**config.mk**
```make
export PLATFORM = sky130hd
export DESIGN_NAME = fsm_calc_stream
export DESIGN_NICKNAME = d
export VERILOG_FILES = /design/src/rtl/fsm_calc_stream.sv
export SDC_FILE = /design/constraint.sdc
export NUM_CORES = 1
export LEC_CHECK = 0
export BUFFER_PORTS_ARGS = -buffer_cell sky130_fd_sc_hd__buf_2
export CORE_MARGIN = 10
export CORE_UTILIZATION = 56
export CTS_CLUSTER_SIZE = 24
export DETAILED_ROUTE_END_ITERATION = 10
export PLACE_DENSITY = 0.77
export SYNTH_ARGS = -nofsm -noshare
export SYNTH_HDL_FRONTEND = slang
export SYNTH_SLANG_ARGS = --single-unit
```
**constraint.sdc**
```tcl
create_clock -name clk -period 2.8 [get_ports clk]
set_input_delay 0.42 -clock clk [delete_from_list [all_inputs] [get_ports clk]]
set_output_delay 0.42 -clock clk [all_outputs]
set_load 0.01 [all_outputs]
```
**src/rtl/fsm_calc_stream.sv**
```systemverilog
// Streaming calculator: loads A, B and an opcode over a valid/ready input,
// computes one result (iterative shift-add for MUL) and holds it until out_ready.
// Ports: clk, rst_n (async, active-low), start, abort, in_valid/in_data/in_ready,
//        out_valid/out_ready, result[2*WIDTH-1:0], error, busy.
module fsm_calc_stream #(
    parameter int WIDTH = 8
) (
    input  logic               clk,
    input  logic               rst_n,
    input  logic               start,
    input  logic               abort,
    input  logic               in_valid,
    input  logic [WIDTH-1:0]   in_data,
    output logic               in_ready,
    output logic               out_valid,
    input  logic               out_ready,
    output logic [2*WIDTH-1:0] result,
    output logic               error,
    output logic               busy
);

    localparam int CW = $clog2(WIDTH + 1);
    localparam logic [CW-1:0] LAST = CW'(WIDTH - 1);

    localparam logic [2:0] OP_ADD  = 3'd0;
    localparam logic [2:0] OP_SUB  = 3'd1;
    localparam logic [2:0] OP_AND  = 3'd2;
    localparam logic [2:0] OP_OR   = 3'd3;
    localparam logic [2:0] OP_XOR  = 3'd4;
    localparam logic [2:0] OP_MUL  = 3'd5;
    localparam logic [2:0] OP_PASS = 3'd6;

    typedef enum logic [2:0] {
        S_IDLE,
        S_LOAD_A,
        S_LOAD_B,
        S_LOAD_OP,
        S_EXEC,
        S_MUL,
        S_DONE
    } state_e;

    state_e             state_q, state_d;
    logic [WIDTH-1:0]   a_q, a_d;
    logic [WIDTH-1:0]   b_q, b_d;
    logic [2:0]         op_q, op_d;
    logic [2*WIDTH-1:0] res_q, res_d;
    logic [2*WIDTH-1:0] acc_q, acc_d;
    logic [CW-1:0]      cnt_q, cnt_d;
    logic               err_q, err_d;
    logic [1:0]         sync_q;

    logic               run;
    logic               hs;
    logic [2*WIDTH-1:0] ext_a;
    logic [2*WIDTH-1:0] ext_b;
    logic [WIDTH-1:0]   b_sh;

    // Reset release is synchronised; start is ignored until it has
    // propagated through both stages.
    always_ff @(posedge clk or negedge rst_n) begin
        if (!rst_n) begin
            sync_q <= 2'b00;
        end else begin
            sync_q <= {sync_q[0], 1'b1};
        end
    end

    assign run   = sync_q[1];
    assign ext_a = {{WIDTH{1'b0}}, a_q};
    assign ext_b = {{WIDTH{1'b0}}, b_q};
    assign b_sh  = b_q >> cnt_q;

    assign in_ready  = (state_q == S_LOAD_A) || (state_q == S_LOAD_B) ||
                       (state_q == S_LOAD_OP);
    assign hs        = in_valid && in_ready;
    assign out_valid = (state_q == S_DONE);
    assign error     = err_q && (state_q == S_DONE);
    assign busy      = (state_q != S_IDLE);
    assign result    = res_q;

    always_comb begin
        state_d = state_q;
        a_d     = a_q;
        b_d     = b_q;
        op_d    = op_q;
        res_d   = res_q;
        acc_d   = acc_q;
        cnt_d   = cnt_q;
        err_d   = err_q;

        unique case (state_q)
            S_IDLE: begin
                if (start && run) state_d = S_LOAD_A;
            end
            S_LOAD_A: begin
                if (hs) begin
                    a_d     = in_data;
                    state_d = S_LOAD_B;
                end
            end
            S_LOAD_B: begin
                if (hs) begin
                    b_d     = in_data;
                    state_d = S_LOAD_OP;
                end
            end
            S_LOAD_OP: begin
                if (hs) begin
                    op_d    = in_data[2:0];
                    state_d = S_EXEC;
                end
            end
            S_EXEC: begin
                acc_d   = '0;
                cnt_d   = '0;
                err_d   = 1'b0;
                state_d = S_DONE;
                unique case (op_q)
                    OP_ADD:  res_d = ext_a + ext_b;
                    OP_SUB:  res_d = {{WIDTH{1'b0}}, a_q - b_q};
                    OP_AND:  res_d = ext_a & ext_b;
                    OP_OR:   res_d = ext_a | ext_b;
                    OP_XOR:  res_d = ext_a ^ ext_b;
                    OP_MUL:  state_d = S_MUL;
                    OP_PASS: res_d = ext_a;
                    default: begin
                        res_d = '0;
                        err_d = 1'b1;
                    end
                endcase
            end
            S_MUL: begin
                // One multiplier bit per cycle, LSB first.
                if (b_sh[0]) acc_d = acc_q + (ext_a << cnt_q);
                cnt_d = cnt_q + CW'(1);
                if (cnt_q == LAST) begin
                    res_d   = acc_d;
                    state_d = S_DONE;
                end
            end
            S_DONE: begin
                if (out_ready) state_d = S_IDLE;
            end
            default: state_d = S_IDLE;
        endcase

        if (abort) begin
            state_d = S_IDLE;
            cnt_d   = '0;
            err_d   = 1'b0;
        end
    end

    always_ff @(posedge clk or negedge rst_n) begin
        if (!rst_n) begin
            state_q <= S_IDLE;
            a_q     <= '0;
            b_q     <= '0;
            op_q    <= '0;
            res_q   <= '0;
            acc_q   <= '0;
            cnt_q   <= '0;
            err_q   <= 1'b0;
        end else begin
            state_q <= state_d;
            a_q     <= a_d;
            b_q     <= b_d;
            op_q    <= op_d;
            res_q   <= res_d;
            acc_q   <= acc_d;
            cnt_q   <= cnt_d;
            err_q   <= err_d;
        end
    end

endmodule

```
==> impl_metrics.csv <==
group,metric,value,unit
run_status,status,"finished, violations left",
run_status,violations,"setup timing",
worst_setup_path,crit_type,"flip-flop to flip-flop",
clocking,clkTransAtPathRegs,80,ps
logic_synthesis,ys_seq_area_frac,0.293,
worst_setup_path,reg2reg_depth,12,
worst_setup_path,cp.arrival,3340,ps
die,core,9150,um^2
worst_setup_path,cpMostUsedCell,"mux2i_1",
drt,route.detailed.drc,0,
clocking,hold_buffers,0,
logic_synthesis,synth-main-ff-cell,"dfrtp_1",
logic_synthesis,ys_ff_latch,61,
die,die_w,116,um
sta,layout_setup_ws,-253,ps
clocking,insertion_delay,360,ps
clocking,cts_tree,"done",
layout,diodes,0,
sta,tightest_slew,596,ps
sta,drv_slew,0,
power,leakage,0.00309,uW
clocking,clock_path_buffers,2,
layout,area_growth,32.1,%
logic_synthesis,ys_warn_count,0,
drt,routed_wl,18500,um
place,place_congestion,1.01,
sta,fmax,328,MHz
logic_synthesis,synth_area,5200,um^2
layout,fillerInstances,619,
logic_synthesis,syn-num-nets,694,
clocking,htree_levels,3,
worst_setup_path,rrSetupSlack,-250,ps
layout,drive_gt1_frac,0.337,
layout,multi_input_area,3960,um^2
sta,rsz0062_at_grt,"yes",
logic_synthesis,async_flop_share,1.00,
place,dp_hpwl,11700,um
die,ios,34,
clocking,cts_buffers,9,
grt,track_usage,0.244,
die,die_y,116,um
layout,utilization,0.751,
grt,antenna_found_initial,0,
worst_setup_path,max_stage_delay,490,ps
clocking,root_buffer,"clkbuf_8",
hold_path,hold_path_class,"input port to asynchronous set/reset pin",
drt,drtIter0Drc,618,
place,place_ws,-267,ps
logic_synthesis,synth_cells,638,
drt,post_drt_wl_per_cell,21.7,um
logic_synthesis,synth_area_per_cell,8.15,um^2
worst_setup_path,cp.buffers_inverters,1,
drt,antenna_left,0,
job,maxCapViolations,0,
place,io_buffers,33,
grt,grt_max_degree,35,
sta,setup-tns-final,-1730,ps
die,dieArea,13500,um^2
sta,final-hold-violation-count,0,
clocking,cts_sinks,61,
drt,avgViaCountPerCell,6.73,
logic_synthesis,synth_cell_types,69,
worst_setup_path,crit_fanout,7,
layout,finalInstanceArea,6870,um^2
drt,vias,5721,
power,p_per_area,1100,nW/um^2
layout,seqCellArea,1530,um^2
logic_synthesis,synth-edff-count,0,
worst_setup_path,reg2reg_from,"cnt_q[0]",
worst_setup_path,crit_family,"compound AO/OA/AOI/OAI gates",
grt,grt_overflow,0,
drt,drtPass1Iterations,7,
worst_setup_path,crit_chain,"buf_6, mux2i_2, o21ai_1, mux2i_1, o22ai_1, ha_1, a21o_1, a31oi_4, o21ai_2, a21oi_4, mux2i_1, a211o_1",
sta,fin_skew,18.4,ps
power,irDropWorstVdd,0.740,mV
die,placementRows,35,
worst_setup_path,r2r-end,"acc_q[13]",
layout,nNetsFinal,790,
worst_setup_path,critPathLaunchType,"flip-flop",
sta,hold_ws,70.2,ps
place,placed_area,5930,um^2
sta,min_period_over_period,1.09,
grt,grt_pass1_vias,5283,
sta,setup_viol,19,
die,initial_core_util,0.568,
grt,grt_pass1_wl,26300,um
sta,min_period,3050,ps
worst_setup_path,end_kind,"flip-flop",
sta,relSlewSlack,0.597,
worst_setup_path,critPathRequiredTime,3090,ps
worst_setup_path,slowest_stage,"dfrtp_2",
==> worst max path at each step <==
stage / endpoint / slack, ps / cells after the start / startpoint
final: acc_q[13] / -250 / 12 / cnt_q[0]
after global routing: acc_q[14] / -320 / 12 / cnt_q[0]
after CTS: acc_q[14] / -40 / 14 / cnt_q[0]
after detailed placement: acc_q[14] / -270 / 11 / cnt_q[0]
after global placement: acc_q[14] / -110 / 11 / cnt_q[0]
after floorplan: acc_q[13] / -20 / 12 / cnt_q[0]
==> area by class of cell <==
type                       count  area share
clock buffer                  11      0.0191
timing repair buffer         128       0.134
sequential                    61       0.223
inverter                      30      0.0166
multi-input combinational    504       0.576
tap                          111      0.0202
clock inverter                 5      0.0109
==> cells in the mapped netlist (12+ instances only) <==
| cell | count | share of area |
|---|---|---|
| nor2_1 | 33 | 0.024 |
| nand2_1 | 85 | 0.061 |
| o21ai_0 | 52 | 0.050 |
| o22ai_1 | 12 | 0.014 |
| mux2i_1 | 16 | 0.031 |
| a21oi_1 | 47 | 0.045 |
| clkbuf_1 | 29 | 0.021 |
| ha_1 | 39 | 0.094 |
| inv_1 | 28 | 0.020 |
| dfrtp_1 | 61 | 0.29 |
| nand2b_1 | 12 | 0.014 |
| nand3_1 | 19 | 0.018 |
| nor3_1 | 15 | 0.014 |
==> power by group <==
group / switching [uW] / leakage, uW / total [uW] / internal [uW]
combinational: 2930 / 0.00219 / 5220 / 2290
clock: 384 / 0.000107 / 882 / 498
sequential: 340 / 0.000797 / 1480 / 1140
total: 3660 / 0.00309 / 7590 / 3930
==> through the flow <==
stage                     instances  power (uW)
after floorplan                 638        4250
after global placement          815        5550
after detailed placement        815        5680
after CTS                       844        6870
after global routing            850        8010
final                           850        7590
==> routing by layer <==
| layer | share of wire | GRT usage | vias to the layer above |
|---|---|---|---|
| met1 | 0.37 | 0.293 | 2673 |
| met5 | 0 | 0 | - |
| met3 | 0.087 | 0.0390 | 122 |
| met4 | 0.070 | 0.138 | 0 |
| met2 | 0.47 | 0.406 | 395 |
| li1 | - | - | 2531 |
==> what timing repair did <==
item	in CTS	in global routing
setup buffers	14	8
cloned	0	0
pin swaps	30	46
endpoints found under the setup margin	20	22
resized for setup	48	90
==> sequential cells by signal, indices dropped and copies added, names as in the netlist, 2 cells and up <==
signal	count
b_q	8
cnt_q	4
acc_q	16
op_q	3
state_q	3
a_q	8
result	16
sync_q	2
==> cells in the final DEF (no fill, tap or decap), drive strengths merged, types with 6 or more instances in the layout <==
master | synthesis | layout
a22o | 9 | 9
a31oi | 10 | 10
mux2i | 16 | 16
clkbuf | 29 | 11
nand3 | 19 | 19
a211oi | 8 | 8
nand2 | 85 | 85
o21ai | 57 | 57
o211ai | 11 | 11
nand2b | 12 | 12
nand4 | 8 | 8
ha | 39 | 39
a21oi | 47 | 47
a21o | 8 | 8
nor2b | 8 | 8
a211o | 6 | 6
nor3 | 15 | 15
dfrtp | 61 | 61
nor2 | 33 | 33
mux2 | 6 | 6
inv | 28 | 28
xnor2 | 7 | 7
o22ai | 12 | 12
buf | 14 | 128
nand3b | 6 | 6
==> cells by family after synthesis <==
kind of cell,Yosys count,share of synthesized area
other,1,0.000721
adders and majority gates,42,0.105
DFF,61,0.293
AOI/OAI and AO/OA,205,0.256
muxes,24,0.0531
buffers and inverters,73,0.0596
xor gates and xnor gates,12,0.0202
and+or+nand+nor,220,0.211
==> worst reg2reg max path, cell delays in order (launching register included) <==
cell	delay, ps
dfrtp_2	490
buf_6	150
mux2i_2	150
o21ai_1	230
mux2i_1	120
o22ai_1	310
ha_1	380
a21o_1	240
a31oi_4	190
o21ai_2	120
a21oi_4	160
mux2i_1	300
a211o_1	160
(Power assumes the default switching activity.)
